--- src/rtl/fifo_stream_packer_pkg.sv ---
// fifo_stream_packer_pkg: shared FSM state type, default parameters and output width derivation.
package fifo_stream_packer_pkg;

    typedef enum logic {
        FILL  = 1'b0,
        STALL = 1'b1
    } state_t;

    localparam int IN_W_DEF      = 64;
    localparam int RATIO_DEF     = 4;
    localparam int N_CH_DEF      = 2;
    localparam int PKT_WORDS_DEF = 16;
    localparam int TMO_W_DEF     = 16;

    function automatic int out_width(input int in_w, input int ratio);
        return in_w * ratio;
    endfunction

endpackage

--- src/rtl/fifo_stream_lane_reg.sv ---
// fifo_stream_lane_reg: assembles RATIO input words into one wide word.
//   clk, rst   : clock, async active-high reset
//   load, din  : write din into lane lane_idx and advance lane_idx
//   clear      : empty the register (wins over load)
//   lane_idx   : next lane to fill; equals RATIO while a complete word is held
//   next_word  : register contents including a lane being loaded this cycle
module fifo_stream_lane_reg
    import fifo_stream_packer_pkg::*;
#(
    parameter int IN_W  = IN_W_DEF,
    parameter int RATIO = RATIO_DEF,
    localparam int OUT_W = out_width(IN_W, RATIO),
    localparam int LW    = $clog2(RATIO + 1)
) (
    input  logic             clk,
    input  logic             rst,
    input  logic             load,
    input  logic             clear,
    input  logic [IN_W-1:0]  din,
    output logic [LW-1:0]    lane_idx,
    output logic [OUT_W-1:0] next_word
);

    logic [OUT_W-1:0] lanes;

    for (genvar g = 0; g < RATIO; g++) begin : g_lane
        assign next_word[g*IN_W +: IN_W] = (load && lane_idx == LW'(g)) ? din : lanes[g*IN_W +: IN_W];
    end

    always_ff @(posedge clk or posedge rst) begin
        if (rst) begin
            lanes    <= '0;
            lane_idx <= '0;
        end else begin
            lanes    <= clear ? '0 : next_word;
            lane_idx <= clear ? '0 : load ? lane_idx + LW'(1) : lane_idx;
        end
    end

endmodule

--- src/rtl/fifo_stream_packer.sv ---
// fifo_stream_packer: packs RATIO upstream FIFO words into wide words and streams them
// as packets of PKT_WORDS words, rotating round-robin over N_CH output channels.
//   clk_clk, reset_reset          : clock, async active-high reset
//   enable                        : permits upstream reads
//   flush_timeout                 : idle cycles before a partial flush (0 = never)
//   from_fifo_fifo_data/_empty    : show-ahead upstream word and empty flag
//   from_fifo_fifo_read           : upstream pop
//   fifo_stream_fifo_data         : packed word, shared by all channels
//   fifo_stream_fifo_write/_send  : one-hot write strobe and end-of-packet flag
//   fifo_stream_fifo_full         : per-channel backpressure
//   pkt_count                     : completed packets
module fifo_stream_packer
    import fifo_stream_packer_pkg::*;
#(
    parameter int IN_W      = IN_W_DEF,
    parameter int RATIO     = RATIO_DEF,
    parameter int N_CH      = N_CH_DEF,
    parameter int PKT_WORDS = PKT_WORDS_DEF,
    parameter int TMO_W     = TMO_W_DEF,
    localparam int OUT_W    = out_width(IN_W, RATIO)
) (
    input  logic             clk_clk,
    input  logic             reset_reset,
    input  logic             enable,
    input  logic [TMO_W-1:0] flush_timeout,
    input  logic [IN_W-1:0]  from_fifo_fifo_data,
    input  logic             from_fifo_fifo_empty,
    output logic             from_fifo_fifo_read,
    output logic [OUT_W-1:0] fifo_stream_fifo_data,
    output logic [N_CH-1:0]  fifo_stream_fifo_write,
    output logic [N_CH-1:0]  fifo_stream_fifo_send,
    input  logic [N_CH-1:0]  fifo_stream_fifo_full,
    output logic [31:0]      pkt_count
);

    localparam int LW = $clog2(RATIO + 1);
    localparam int CW = N_CH > 1 ? $clog2(N_CH) : 1;
    localparam int WW = PKT_WORDS > 1 ? $clog2(PKT_WORDS) : 1;

    state_t           state, state_nxt;
    logic [LW-1:0]    lane_idx;
    logic [OUT_W-1:0] next_word;
    logic [CW-1:0]    cur_ch;
    logic [WW-1:0]    word_cnt;
    logic [TMO_W-1:0] idle;
    logic             pend_send;
    logic             rd, complete, flush, full_cur, issue, eop;

    fifo_stream_lane_reg #(.IN_W(IN_W), .RATIO(RATIO)) u_lane (
        .clk       (clk_clk),
        .rst       (reset_reset),
        .load      (rd),
        .clear     (issue),
        .din       (from_fifo_fifo_data),
        .lane_idx  (lane_idx),
        .next_word (next_word)
    );

    always_ff @(posedge clk_clk or posedge reset_reset) begin
        if (reset_reset) state <= FILL;
        else             state <= state_nxt;
    end

    // Flush fires on the cycle the idle counter would reach flush_timeout, so the
    // registered write appears exactly flush_timeout idle cycles after the last read.
    // Any read (including a completing one) suppresses the flush.
    always_comb begin
        full_cur            = fifo_stream_fifo_full[cur_ch];
        rd                  = enable && !from_fifo_fifo_empty && state == FILL;
        complete            = rd && lane_idx == LW'(RATIO - 1);
        flush               = state == FILL && !rd && flush_timeout != '0 &&
                              idle + TMO_W'(1) == flush_timeout &&
                              (lane_idx != '0 || word_cnt != '0);
        issue               = !full_cur && (complete || flush || state == STALL);
        eop                 = flush || pend_send || word_cnt == WW'(PKT_WORDS - 1);
        state_nxt           = full_cur && (state == STALL || complete || flush) ? STALL : FILL;
        from_fifo_fifo_read = rd;
    end

    always_ff @(posedge clk_clk or posedge reset_reset) begin
        if (reset_reset) begin
            fifo_stream_fifo_write <= '0;
            fifo_stream_fifo_send  <= '0;
            fifo_stream_fifo_data  <= '0;
            pkt_count              <= '0;
            word_cnt               <= '0;
            cur_ch                 <= '0;
            idle                   <= '0;
            pend_send              <= 1'b0;
        end else begin
            fifo_stream_fifo_write <= issue ? N_CH'(1) << cur_ch : '0;
            fifo_stream_fifo_send  <= issue && eop ? N_CH'(1) << cur_ch : '0;
            if (issue) begin
                fifo_stream_fifo_data <= next_word;
                word_cnt              <= eop ? '0 : word_cnt + WW'(1);
            end
            if (issue && eop) begin
                cur_ch    <= cur_ch == CW'(N_CH - 1) ? '0 : cur_ch + CW'(1);
                pkt_count <= pkt_count + 32'd1;
            end
            // A flush blocked by backpressure must still end the packet once it drains.
            pend_send <= issue ? 1'b0 : flush || pend_send;
            idle      <= (rd || issue) ? '0 :
                         (state == FILL && idle != '1) ? idle + TMO_W'(1) : idle;
        end
    end

endmodule

--- config.mk ---
export PLATFORM = sky130hd
export DESIGN_NAME = fifo_stream_packer
export DESIGN_NICKNAME = d
export VERILOG_FILES = /design/src/rtl/fifo_stream_packer_pkg.sv /design/src/rtl/fifo_stream_lane_reg.sv /design/src/rtl/fifo_stream_packer.sv
export SDC_FILE = /design/constraint.sdc
export NUM_CORES = 1
export LEC_CHECK = 0
export ABC_CLOCK_PERIOD_IN_PS = 11200
export CORE_ASPECT_RATIO = 1.4
export CORE_MARGIN = 3
export CORE_UTILIZATION = 55
export CTS_CLUSTER_DIAMETER = 30
export DETAILED_ROUTE_END_ITERATION = 6
export GPL_TIMING_DRIVEN = 0
export PLACE_DENSITY_LB_ADDON = 0.05
export SKIP_CTS_REPAIR_TIMING = 1
export SLEW_MARGIN = 30
export SYNTH_ARGS = -nofsm -noshare
export SYNTH_HDL_FRONTEND = slang
export SYNTH_HIERARCHICAL = 1
export SYNTH_SLANG_ARGS = --single-unit
--- constraint.sdc ---
create_clock -name clk_clk -period 11.2 [get_ports clk_clk]
set_clock_uncertainty 0.1 [all_clocks]
set_input_delay 1.68 -clock clk_clk [delete_from_list [all_inputs] [get_ports clk_clk]]
set_output_delay 1.68 -clock clk_clk [all_outputs]
set_load 0.02 [all_outputs]
==> summary.md <==
| Metric | Value |
|---|---|
| Status | `completed` |
| First drt pass iteration count | `5` |
| Crit-path cells | `clkdlybuf4s50_1 -> nand3b_1 -> nor2_1 -> or4b_2 -> a32oi_1 -> nand4_2 -> a21oi_4 -> buf_8 -> buf_6 -> buf_2 -> buf_2 -> clkbuf_1 -> buf_2 -> a21oi_1` |
| Final Critical Period | `between 6 and 7 ns` |
| Unrepaired setup endpoints after global routing | `no` |
| DR DRC count | `0` |
| Crit-path max FO | `10` |
| Critical Path Start Type | `primary input` |
| Largest net degree at the start of global routing | `89` |
| Top Usage Layer GRT | `met2` |
| Met1 Use GR | `34.7%` |
| Ys async rst share | `100%` |
| Post-synth cell types | `60` |
| CTS tree | `built` |
| Chip Width | `just under 200 um` |
| Sequential cell area | `14,400 um^2` |
| CTS root buf | `clkbuf_16` |
| FP Rows | `96` |
| Worst slew margin | `43.2%` |
| Number of flops mapped to enable cells by yosys | `0` |
| Sink Count | `574` |
| Sum Neg Setup Slack | `0 ns` |
| Sequential area share after synthesis | `52.0%` |
| Commonest cells after routing, fill and taps aside | `574 x dfrtp_1, 378 x clkdlybuf4s50_1, 260 x nand2b_1, 254 x mux2_2` |
| Pins Over Slew Limit | `0` |
| CP endpoint kind | `flop` |
| Fill cells | `3,453` |
| Leakage Power | `17.6 nW` |
| Port bufs | `approximately 380` |
| Design Power | `9.44 mW` |
| Post-route ant nets | `0` |
| Initial antenna violation count | `2` |
| Met3 Use GR | `6.56%` |
| Post-synth net total | `2,287` |
| Critical path buffer and inverter count | `7` |
| Slowest-stage cell, CP | `a21oi_4` |
| Area occupied by multi-input gates | `roughly 12,000 um^2` |
| All-layer global routing usage | `between 20% and 30%` |
| Avg Inst Size Synth | `~13 um^2` |
| Die Area | `approximately 53,000 um^2` |
| Clock buffer count from CTS | `100` |
| Most common cell after layout, fill and taps aside | `dfrtp_1` |
| Clock Latency Late Sink | `approximately 0.63 ns` |
| Via density | `5.69` |
| Worst Tran Pin Value | `0.850 ns` |
| Syn-to-layout area delta | `30.8%` |
| GP Congestion | `roughly 0.86` |
| GR met2 Demand/Resource | `51.6%` |
| Vias | `19,361` |
| Cell Area, Synth | `around 28,000 um^2` |
| Hold WC Path Type | `flop to flop` |
| Die Ht | `271 um` |
| Vias in the first global route | `21,318` |
| Crit path max-delay family | `buffers and inverters` |
| Fin util | `73.2%` |
| Max Clock Freq | `155 MHz` |
| Crit path DAT | `around 6.8 ns` |
| Kind of critical path | `primary input to flop` |
| DR WL/cell | `roughly 23 um` |
| Worst vdd ir | `around 0.23 mV` |
| Predominant post-synthesis flop cell | `dfrtp_1` |
| # IOs | `379` |
| Syn. warnings | `6` |
| Clock transition at the registers of the reported paths | `0.05 ns` |
| Final WL | `77,800 um` |
| Worst-case clock buffer depth | `3` |
| Most common cell on crit path | `buf_2` |
| Setup violators final | `0` |
| Global-route wire length before repair | `122,000 um` |
| Hold violation count in the final report | `0` |
| Gate Count Post-Synth | `between 2,000 and 2,500` |
| HPWL Detailed | `54,800 um` |
| Crit path largest cell delay | `roughly 0.76 ns` |
| H-Tree Depth | `3` |
| Final Cycle Share | `a little under three fifths` |
| NumNets Final | `2,774` |
| Required time worst endpoint | `11.60 ns` |
| Layout cells sized above 1 | `22.7%` |
| Initial DRC Count | `768` |
| Core area | `49,400 um^2` |
| Total grt overflow | `0` |
| Yosys reg bits | `between 500 and 600` |
| Initial Util | `55.9%` |
| # Max-Cap Violations | `0` |
| Cell Pwr Density | `261 nW/um^2` |
## cell families (layout without fill, tap and decap cells)
kind of cell	Yosys count	count (layout)	synth area share, %
multiplexers	646	646	25.5
other	0	1	0
adder cells (fa/ha/maj)	9	9	0.408
AO/OA/AOI/OAI	170	170	4.66
buffers and inverters	170	744	4.20
flip-flops	574	574	52.0
XOR/XNOR	58	58	1.84
AND/OR/NAND/NOR	565	565	11.4
## state kept, by name, summed over array words and instances, names as in the netlist
register / flops
fifo_stream_fifo_write: 2
fifo_stream_fifo_data: 256
state: 1
word_cnt: 4
pend_send: 1
u_lane/lane_idx: 3
u_lane/lanes: 256
fifo_stream_fifo_send: 2
pkt_count: 32
idle: 16
cur_ch: 1
## cell type report
type	instances	area share [%]
inverter	16	0.208
timing repair buffer	385	11.0
clock inverter	68	2.63
buffer	154	3.04
antenna	1	0.00693
tap	637	2.21
clock buffer	121	7.68
multi-input combinational	1448	33.5
sequential	574	39.8
## worst reg2reg max path, delay by kind of cell, from the launching register on
family / cells / cell delay [ns]
AO/OA/AOI/OAI: 4 / 1.46
adder cells (fa/ha/maj): 1 / 0.18
buffers and inverters: 7 / 2.53
flip-flops: 1 / 0.43
AND/OR/NAND/NOR: 3 / 1.14
## layer usage
layer / share of wire [%] / wire length (um)
met1: 39 / 30000
met2: 52 / 40400
met3: 6.2 / 4800
met4: 3.3 / 2590
met5: 0.017 / 13
## per-stage QoR
step                cell area [um^2]  cells  worst slack, ns  hold slack (ns)
finish                         36100   3404             4.77            0.366
global route                   36100   3403             4.65            0.394
CTS                            36100   3403             4.82            0.373
detailed placement             32400   3214             4.20            0.363
global placement               32200   3207            -3.79            0.359
floorplan                      27600   2192            0.705            0.346
## report_power, final
part | switching, mW | leakage, nW | total [mW] | internal, mW
Sequential | 0.415 | 7.60 | 3.23 | 2.82
Combinational | 1.40 | 8.23 | 2.90 | 1.50
Clock | 1.09 | 1.79 | 3.31 | 2.21
## synth_stat cells (all sizes together), types with 4 or more instances
cell type,number,share of area [%]
nand2b,260,5.9
nand3b,8,0.22
nor2,37,0.51
nand4,10,0.27
ha,9,0.41
clkbuf,41,0.57
nand2,97,1.3
a21bo,64,2.3
nor4,15,0.36
nor4b,6,0.19
dfrtp,574,52
a21oi,70,1.3
nor3b,4,0.11
mux2i,196,7.1
inv,16,0.22
mux2,450,18
o21ai,8,0.16
or3,6,0.14
xor2,31,0.98
nor2b,4,0.091
nand3,79,1.4
xnor2,27,0.86
nor3,23,0.42
a31oi,4,0.091
buf,113,3.4
## path summary, 6_finish.rpt
kind	startpoint	end	slack, ns	cells after the start
max reg2reg	idle[0]	u_lane/lanes[250]	5.24	15
min reg2reg	pkt_count[31]	pkt_count[31]	0.37	1
min	pkt_count[31]	pkt_count[31]	0.37	1
max in group asynchronous	reset_reset	fifo_stream_fifo_data[192]	8.35	4
max	flush_timeout[6]	u_lane/lanes[250]	4.77	14
min in group asynchronous	reset_reset	u_lane/lanes[224]	1.49	2
(Power assumes the default switching activity.)
